`src/rtl/adder_tree_pkg.sv`:
```
// Shared helpers for the pipelined adder tree.
// Provides a constant-evaluable ceil(log2) and the derived-width helpers
// used by the top level and by any block that has to size ports to match it.
package adder_tree_pkg;

    // ceil(log2(n)); clog2(1) = 0, clog2(16) = 4, clog2(17) = 5.
    function automatic int clog2(input int n);
        int r;
        int v;
        r = 0;
        v = 1;
        while (v < n) begin
            v = v << 1;
            r = r + 1;
        end
        return r;
    endfunction

    // Number of tree levels (register stages); a single channel still gets one stage.
    function automatic int lvl_of(input int num_ch);
        return (clog2(num_ch) < 1) ? 1 : clog2(num_ch);
    endfunction

    // Full-precision output width: one extra bit per doubling of the channel count.
    function automatic int out_w_of(input int num_ch, input int in_w);
        return in_w + clog2(num_ch);
    endfunction

    // Width needed to hold popcount(ch_mask), i.e. values 0..num_ch.
    function automatic int cnt_w_of(input int num_ch);
        return clog2(num_ch + 1);
    endfunction

endpackage

```
`src/rtl/adder_tree_pipelined_if.sv`:
```
// Stream interface of the adder tree.
//   in_valid/in_ready/in_data/ch_mask : input sample, one NUM_CH*IN_W word plus mask
//   out_valid/out_ready/out_sum/out_count : summed result and enabled-channel count
// Handshake: a word moves across a channel on a rising clock edge where both
// valid and ready are high. A producer holding valid keeps its payload stable
// until that edge; ready may depend combinationally on the consumer's state.
// slave  : the adder tree's view (consumes input side, produces output side)
// master : the surrounding logic's view
interface adder_tree_pipelined_if #(
    parameter int NUM_CH = 16,
    parameter int IN_W   = 23,
    parameter int OUT_W  = 27,
    parameter int CNT_W  = 5
);
    logic                     in_valid;
    logic                     in_ready;
    logic [NUM_CH*IN_W-1:0]   in_data;
    logic [NUM_CH-1:0]        ch_mask;
    logic                     out_valid;
    logic                     out_ready;
    logic [OUT_W-1:0]         out_sum;
    logic [CNT_W-1:0]         out_count;

    modport slave (
        input  in_valid, in_data, ch_mask, out_ready,
        output in_ready, out_valid, out_sum, out_count
    );

    modport master (
        output in_valid, in_data, ch_mask, out_ready,
        input  in_ready, out_valid, out_sum, out_count
    );
endinterface

```
`src/rtl/adder_tree_level.sv`:
```
// One level of the adder tree: N_IN operands of W_IN bits reduce to N_IN/2
// registered sums of W_IN+1 bits, so no sum can wrap.
// Ports:
//   clk, rst : clock, asynchronous active-high reset (clears the sums)
//   en_i     : advance enable; when low the registered sums hold
//   in_i     : operand j at bits [j*W_IN +: W_IN]
//   sum_o    : sum j at bits [j*(W_IN+1) +: W_IN+1]
module adder_tree_level #(
    parameter int N_IN   = 2,
    parameter int W_IN   = 8,
    parameter bit SIGNED = 1'b1
) (
    input  logic                           clk,
    input  logic                           rst,
    input  logic                           en_i,
    input  logic [N_IN*W_IN-1:0]           in_i,
    output logic [(N_IN/2)*(W_IN+1)-1:0]   sum_o
);
    localparam int N_OUT = N_IN / 2;
    localparam int W_OUT = W_IN + 1;

    logic [N_OUT*W_OUT-1:0] sum_d;
    logic [N_OUT*W_OUT-1:0] sum_q;
    logic [W_IN-1:0]        op_a;
    logic [W_IN-1:0]        op_b;
    logic [W_OUT-1:0]       ext_a;
    logic [W_OUT-1:0]       ext_b;

    always_comb begin
        sum_d = '0;
        op_a  = '0;
        op_b  = '0;
        ext_a = '0;
        ext_b = '0;
        for (int j = 0; j < N_OUT; j++) begin
            op_a  = in_i[(2*j)*W_IN   +: W_IN];
            op_b  = in_i[(2*j+1)*W_IN +: W_IN];
            // Extension bit is the sign bit only for two's-complement data.
            ext_a = {(SIGNED && op_a[W_IN-1]), op_a};
            ext_b = {(SIGNED && op_b[W_IN-1]), op_b};
            sum_d[j*W_OUT +: W_OUT] = ext_a + ext_b;
        end
    end

    always_ff @(posedge clk or posedge rst) begin
        if (rst) begin
            sum_q <= '0;
        end else if (en_i) begin
            sum_q <= sum_d;
        end
    end

    assign sum_o = sum_q;

endmodule

```
`src/rtl/adder_tree_pipelined.sv`:
```
// Pipelined full-precision adder tree with per-channel mask.
// Sums the enabled channels of a NUM_CH x IN_W sample through LVL register
// stages (one per tree level) and reports popcount(ch_mask) alongside.
// Ports:
//   clk  : clock, rising edge
//   rst  : asynchronous reset, active-high; discards everything in flight
//   bus  : adder_tree_pipelined_if.slave (input sample in, sum/count out)
// The whole pipeline advances as one: it moves whenever the output register
// is empty or being drained, and freezes otherwise, so in_ready = advance.
module adder_tree_pipelined
    import adder_tree_pkg::*;
#(
    parameter int NUM_CH = 16,
    parameter int IN_W   = 23,
    parameter bit SIGNED = 1'b1
) (
    input  logic                    clk,
    input  logic                    rst,
    adder_tree_pipelined_if.slave   bus
);
    localparam int LVL    = lvl_of(NUM_CH);
    localparam int NP     = 1 << LVL;          // channel count padded to a power of 2
    localparam int OUT_W  = out_w_of(NUM_CH, IN_W);
    localparam int CNT_W  = cnt_w_of(NUM_CH);
    localparam int TREE_W = IN_W + LVL;        // exceeds OUT_W only when NUM_CH = 1

    logic                 adv;
    logic [NP*IN_W-1:0]   masked;
    logic [CNT_W-1:0]     pop;
    logic                 vld_d [LVL];
    logic                 vld_q [LVL];
    logic [CNT_W-1:0]     cnt_d [LVL];
    logic [CNT_W-1:0]     cnt_q [LVL];
    logic [TREE_W-1:0]    tree_sum;

    assign adv          = ~vld_q[LVL-1] | bus.out_ready;
    assign bus.in_ready = adv;

    // Disabled channels and padding channels enter the tree as zero.
    always_comb begin
        masked = '0;
        for (int i = 0; i < NUM_CH; i++) begin
            if (bus.ch_mask[i]) begin
                masked[i*IN_W +: IN_W] = bus.in_data[i*IN_W +: IN_W];
            end
        end
    end

    always_comb begin
        pop = '0;
        for (int i = 0; i < NUM_CH; i++) begin
            pop = pop + CNT_W'(bus.ch_mask[i]);
        end
    end

    // Side pipeline: valid and count march in lock-step with the tree stages.
    // A bubble (in_valid = 0) simply shifts a zero valid bit in.
    always_comb begin
        vld_d[0] = bus.in_valid;
        cnt_d[0] = pop;
        for (int k = 1; k < LVL; k++) begin
            vld_d[k] = vld_q[k-1];
            cnt_d[k] = cnt_q[k-1];
        end
    end

    always_ff @(posedge clk or posedge rst) begin
        if (rst) begin
            for (int k = 0; k < LVL; k++) begin
                vld_q[k] <= 1'b0;
                cnt_q[k] <= '0;
            end
        end else if (adv) begin
            vld_q <= vld_d;
            cnt_q <= cnt_d;
        end
    end

    // Level g reduces NP>>g operands of IN_W+g bits; widths grow by one per level.
    for (genvar g = 0; g < LVL; g++) begin : g_lvl
        localparam int NI = NP >> g;
        localparam int WI = IN_W + g;
        logic [(NI/2)*(WI+1)-1:0] q;

        if (g == 0) begin : g_first
            adder_tree_level #(
                .N_IN   (NI),
                .W_IN   (WI),
                .SIGNED (SIGNED)
            ) u_level (
                .clk    (clk),
                .rst    (rst),
                .en_i   (adv),
                .in_i   (masked),
                .sum_o  (q)
            );
        end else begin : g_next
            adder_tree_level #(
                .N_IN   (NI),
                .W_IN   (WI),
                .SIGNED (SIGNED)
            ) u_level (
                .clk    (clk),
                .rst    (rst),
                .en_i   (adv),
                .in_i   (g_lvl[g-1].q),
                .sum_o  (q)
            );
        end
    end

    assign tree_sum      = g_lvl[LVL-1].q;
    // With a single channel the padding partner is zero, so the top bit is redundant.
    assign bus.out_sum   = tree_sum[OUT_W-1:0];
    assign bus.out_count = cnt_q[LVL-1];
    assign bus.out_valid = vld_q[LVL-1];

endmodule

```
`src/flat_wrapper.sv`:
```
// flat-port wrapper written by rule: the top's interface ports become plain ports
module adder_tree_pipelined_flat import adder_tree_pkg::*;
#(
    parameter int NUM_CH = 16,
    parameter int IN_W   = 23,
    parameter bit SIGNED = 1'b1
)
  (clk, rst, bus_in_valid, bus_in_data, bus_ch_mask, bus_out_ready, bus_in_ready, bus_out_valid, bus_out_sum, bus_out_count);
  adder_tree_pipelined_if #(.NUM_CH(NUM_CH), .IN_W(IN_W), .OUT_W(27), .CNT_W(5)) bus_i ();
  input  logic clk;
  input  logic rst;
  input wire logic [$bits(bus_i.in_valid)-1:0] bus_in_valid;
  input wire logic [$bits(bus_i.in_data)-1:0] bus_in_data;
  input wire logic [$bits(bus_i.ch_mask)-1:0] bus_ch_mask;
  input wire logic [$bits(bus_i.out_ready)-1:0] bus_out_ready;
  output wire logic [$bits(bus_i.in_ready)-1:0] bus_in_ready;
  output wire logic [$bits(bus_i.out_valid)-1:0] bus_out_valid;
  output wire logic [$bits(bus_i.out_sum)-1:0] bus_out_sum;
  output wire logic [$bits(bus_i.out_count)-1:0] bus_out_count;
  assign bus_i.in_valid = bus_in_valid;
  assign bus_i.in_data = bus_in_data;
  assign bus_i.ch_mask = bus_ch_mask;
  assign bus_i.out_ready = bus_out_ready;
  assign bus_in_ready = bus_i.in_ready;
  assign bus_out_valid = bus_i.out_valid;
  assign bus_out_sum = bus_i.out_sum;
  assign bus_out_count = bus_i.out_count;
  adder_tree_pipelined #(.NUM_CH(NUM_CH), .IN_W(IN_W), .SIGNED(SIGNED)) u_core (.clk(clk), .rst(rst), .bus(bus_i));
endmodule
```
`config.mk`:
```
export PLATFORM = sky130hd
export DESIGN_NAME = adder_tree_pipelined_flat
export DESIGN_NICKNAME = d
export VERILOG_FILES = /design/src/rtl/adder_tree_pkg.sv /design/src/rtl/adder_tree_pipelined_if.sv /design/src/rtl/adder_tree_level.sv /design/src/rtl/adder_tree_pipelined.sv /design/src/flat_wrapper.sv
export SDC_FILE = /design/constraint.sdc
export NUM_CORES = 2
export LEC_CHECK = 0
export CAP_MARGIN = 20
export CELL_PAD_IN_SITES_DETAIL_PLACEMENT = 0
export CELL_PAD_IN_SITES_GLOBAL_PLACEMENT = 1
export CORE_MARGIN = 8
export CORE_UTILIZATION = 39
export CTS_CLUSTER_DIAMETER = 40
export CTS_CLUSTER_SIZE = 28
export DETAILED_ROUTE_END_ITERATION = 16
export GPL_ROUTABILITY_DRIVEN = 0
export PLACE_DENSITY = 0.8
export SYNTH_ARGS = -nofsm -noshare
export SYNTH_HDL_FRONTEND = slang
export SYNTH_SLANG_ARGS = --single-unit
```
`constraint.sdc`:
```
create_clock -name clk -period 13.7 [get_ports clk]
set_input_delay 3.425 -clock clk [delete_from_list [all_inputs] [get_ports clk]]
set_output_delay 3.425 -clock clk [all_outputs]
set_load 0.05 [all_outputs]
```
# ---- Word-level counts from Yosys, hierarchy flattened
# Index checks and enable logic that the tools add are counted.
dict set report totals {
  elab_cells 60
  ff_bits 395
  out_inout_bits 34
}
dict set report classes {
  bitwise 2
  addsub 30
  muxes 16
}
# cell count
set op_table {}
lappend op_table {{2-to-1 mux 23 bit} 16}
lappend op_table {{adder 23 x 23 -> 24 bit} 8}
lappend op_table {{adder 24 x 24 -> 25 bit} 4}
lappend op_table {{adder 5 x 1 -> 5 bit} 14}
lappend op_table {{adder 25 x 25 -> 26 bit} 2}
lappend op_table {{adder 26 x 26 -> 27 bit} 1}
lappend op_table {{adder 1 x 1 -> 2 bit} 1}
lappend op_table {{NOT 1 bit} 1}
lappend op_table {{OR 1 bit} 1}

# ---- Depth between registers and ports, before layout
dict set report depth {
  ltp_word 15
  depth_mapped 15
  depth_no_buf 14
}

# ---- Hierarchy
# Synthesis repeated with hierarchy kept, for this count alone.
dict set report unflattened {
  cells_unflattened 3906
  hier_area_um2 34971.0
}
# mod n_inst cells_per_inst area_each_um2 seq_area_each_um2
set by_module_without_submodules {}
lappend by_module_without_submodules {{adder_tree_level (u_core.g_lvl[0].g_first.u_level)} 1 1602 15498.6 4804.6}
lappend by_module_without_submodules {{adder_tree_level (u_core.g_lvl[1].g_next.u_level)} 1 938 8600.7 2502.4}
lappend by_module_without_submodules {{adder_tree_level (u_core.g_lvl[2].g_next.u_level)} 1 544 4722.0 1301.2}
lappend by_module_without_submodules {adder_tree_pipelined 1 543 3733.6 600.6}
lappend by_module_without_submodules {{adder_tree_level (u_core.g_lvl[3].g_next.u_level)} 1 279 2416.1 675.6}

# ---- Worst setup path before layout
# Ideal clock, no wire load.
dict set report synth_timing {
  path_type {in2out}
  from {in bus_out_ready}
  to {out bus_in_ready}
  arrival_ns 5.066
  path_slack_ns 5.209
  path_buffers 5
  cell_stages 7
  cell_sequence {nor2b_1 clkbuf_1 clkbuf_1 inv_1 clkbuf_1 clkbuf_1 clkbuf_1}
}
dict set report synth_between {
  elab_chain_cells 1
}
# element line
set synth_lines {}
lappend synth_lines {{start: declaration} flat_wrapper.sv:15} ;# input wire logic [$bits(bus_i.out_ready)-1:0] bus_out_ready;
lappend synth_lines {{OR 1 bit} adder_tree_pipelined.sv:36} ;# assign adv = ~vld_q[LVL-1] | bus.out_ready;
lappend synth_lines {{end: declaration} flat_wrapper.sv:16} ;# output wire logic [$bits(bus_i.in_ready)-1:0] bus_in_ready;
# Every way passes these cells.

# ---- Worst setup path after layout
# Same ends and word-level chain as after synthesis.

==> summary.txt <==
Outcome
  – Status: completed

Clock network
  – Worst-case clock buffer depth: 3
  – Post-CTS Setup Bufs: 0
  – Clock latency on the worst-skew pair: ~0.60 ns
  – Hold_buf cts: 0
  – Clk pin slew, worst setup/hold paths: 0.05 ns
  – CTS H-tree lvls: 3
  – Inserted Clock Buffers: 73
  – Clock root cell: clkbuf_16
  – CTS tree: done
  – Post-CTS sizing: 0
  – Num Clock Sinks: approximately 400

Power
  – Combinational fraction of design power: 0.539
  – Pleak: about 19 nW
  – Peak supply drop: roughly 0.00011 V
  – Pwr Density: about 220 mW/mm2
  – Sw frac: 0.435
  – Clock power frac: 0.214
  – Reg power frac: 0.247
  – NetSw: around 3.8 mW
  – Int Power: between 4 and 5 mW
  – PnR Total Power: about 9 mW

Cells and area
  – Ratio of cells with drive above 1 in the final layout: 0.0377
  – Post-layout net count: approximately 5.1k
  – Ant diodes: 0
  – Filler cell count in the final layout: a little over 8k
  – Fin cells: 5489
  – Area of the multi-input gates: roughly 0.022 mm2
  – Area Growth Syn to Fin: 23.6%
  – Final Cell Area: ~0.040 mm2
  – Sequential cell area: between 0.009 and 0.01 mm2

Drt
  – Wire length per cell: around 17 um
  – Drc violations: 0
  – DR vias/cell: ~5.2
  – DRT Pass-1 Iters: 5
  – 1st-iter DRT viols: about 1.4k
  – ANT nets after route: 0
  – Via count: approximately 28k
  – Post-Route WL: ~91 mm

Timing
  – Final hold vios: 0
  – Clock skew: 0.0226 ns
  – FMAX: about 0.11 GHz
  – Tcrit/Tclk final: 0.649
  – Max-slew violations: 0
  – Final setup fails: 0
  – Unrepaired setup endpoints after global routing: no
  – Actual slew at the worst max-slew pin: 0.943 ns
  – Setup_tns: 0 ns
  – Final min period: 8.89 ns
  – Relative slew slack: 0.371

Yosys
  – Synthesized area per cell: 8.20 um2
  – Area contributors post-synth: dfrtp_1, ha_1, and2_1
  – FFs w/ async S/R, synth: 1.00
  – Net Count, Synth: 4764
  – Compound-Gate Fraction of Synth Area: 0.213
  – Number of distinct library cells after synthesis: 74
  – Post-synthesis mux area share: 0.000918
  – Post-synth EDFFs: 0
  – Synthesized area: ~0.033 mm2
  – Top cell type's share of synthesized area: 0.302
  – Xor/xnor share of the synthesized area: 0.0757
  – Most common cell in the netlist: a21oi_1
  – Yosys top cell by area: dfrtp_1
  – Sequential share of the synthesized area: 0.302
  – Main combinational cell family by area after synthesis: simple AND/OR/NAND/NOR gates
  – YS warnings: 0
  – Adder-Cell Fraction of Synth Area: 0.153
  – Synth Register Bits: ~400
  – Syn Inst Count: ~4k
  – Most used flip-flop cell after synthesis: dfrtp_1
  – Top cells by count, synth: a21oi_1, nand2_1, dfrtp_1
  – Synth Area in Simple Gates: 0.217

Critical path
  – R2r setup slk: around 10 ns
  – Path depth of the worst reg2reg path: 7
  – CP dominant cell by count: clkdlybuf4s50_1
  – Slowest CP cell: clkdlybuf4s50_1
  – Worst setup EP type: output port
  – Arrival time worst endpoint: approximately 5.5 ns
  – Reg-to-reg startpoint: u_core.bus.out_valid
  – Worst-path maximum fanout: between 100 and 150
  – Reg-to-reg endpoint: u_core.g_lvl[1].g_next.u_level.sum_o[74]
  – Critical Path Source Type: input pin
  – CP Data Required Time: ~10 ns
  – Kind of critical path: input pin to output port
  – Crit path largest cell delay: 0.98 ns
  – Cell Chain, Critical Path: clkdlybuf4s50_1 -> nor2b_4 -> inv_8 -> clkdlybuf4s50_1

Floorplan
  – Starting Density: 0.392
  – Die span in x: a little over 300 um
  – Die Y: 306 um
  – I/O pin total: 422
  – Site Rows: about 110
  – Die ar.: 0.0934 mm2
  – Core area: about 0.083 mm2

Run
  – Max cap viols: 0

Global route
  – Tot GR Track Use: 0.188
  – Pin count of the biggest net entering global routing: 198
  – Initial antenna violation count: 3
  – First-pass GRT wire length: ~150 mm
  – Grt total ovfl: 0
  – Vias in the first global route: 27.9k

Place
  – Number of port buffers: roughly 420
  – Placed wire-length estimate: about 72 mm
  – Dpl cells: between 5k and 6k
  – Post-DP Area: between 0.03 and 0.04 mm2

Min path
  – HP Class: register to register
  – Hold Path Depth: 2
  – Worst hold endpoint: u_core.vld_d[0]
  – Hold_sp: u_core.vld_d[0]
placed cells by master (no fill, tap or decap), drive strengths merged, types with 154 or more instances in the layout:
cell type      netlist  routed
a21oi              440     440
and2               380     380
clkdlybuf4s50        0     421
dfrtp              395     395
ha                 361     361
inv                177     186
nand2              399     399
nor2               352     352
o21ai              287     287
xor2               154     154
per-stage QoR:
stage               hold WS, ns  setup WS [ns]   util
floorplan                 0.430           4.96      -
global placement          0.445           4.76  0.454
detailed placement        0.448           4.74  0.454
CTS                       0.457           4.74  0.485
global route              0.485           4.69  0.485
finish                    0.453           4.81  0.485
registers in the layout, indices dropped and copies added, names as in the netlist:
signal / count
u_core.vld_d: 3
u_core.g_lvl.g_next.u_level.sum_o: 179
u_core.g_lvl.g_first.u_level.sum_o: 192
u_core.bus.out_count: 5
u_core.bus.out_valid: 1
u_core.cnt_d: 15
worst max path at each step:
stage | to | cells past startpoint | slack [ns] | startpoint
after floorplan | u_core.bus.out_count[0] | 1 | 4.96 | rst
after global placement | bus_in_ready | 4 | 4.76 | bus_out_ready
after detailed placement | bus_in_ready | 4 | 4.74 | bus_out_ready
after CTS | bus_in_ready | 4 | 4.74 | bus_out_ready
after global routing | bus_in_ready | 4 | 4.69 | bus_out_ready
final | bus_in_ready | 4 | 4.81 | bus_out_ready
cell type report:
| class | count | area share |
|---|---|---|
| Clock inverter | 39 | 0.0117 |
| Multi-Input combinational cell | 3270 | 0.535 |
| Clock buffer | 94 | 0.0520 |
| Sequential cell | 395 | 0.244 |
| Timing Repair Buffer | 434 | 0.107 |
| Inverter | 177 | 0.0167 |
| Tap cell | 1080 | 0.0334 |
critical path, delay by kind of cell:
kind | cells | cell delay [ns]
buffers and inverters | 3 | 1.94
and+or+nand+nor | 1 | 0.08
per-layer routing:
metal | up-vias | global-route usage | share of wire
met3 | 112 | 0.0369 | 0.045
met2 | 479 | 0.294 | 0.45
met5 | - | 0 | 0.00037
met1 | 13200 | 0.268 | 0.49
met4 | 6 | 0.0420 | 0.020
li1 | 14600 | - | -
power by group through the flow:
stage | Combinational, mW | Clock [mW] | Sequential, mW
after floorplan | 3.45 | 0 | 2.12
after global placement | 4.66 | 0 | 2.17
after detailed placement | 4.71 | 0 | 2.18
after CTS | 4.75 | 1.91 | 2.16
after global routing | 5.32 | 1.97 | 2.22
final | 4.72 | 1.87 | 2.16
logic make-up (layout without fill, tap and decap cells):
| family | Yosys count | after routing |
|---|---|---|
| and+or+nand+nor | 1446 | 1446 |
| AOI/OAI and AO/OA | 1152 | 1152 |
| adders and majority gates | 386 | 386 |
| buffers and inverters | 325 | 744 |
| xor gates and xnor gates | 283 | 283 |
| DFF | 395 | 395 |
| muxes | 3 | 3 |
(Power assumes the default switching activity.)
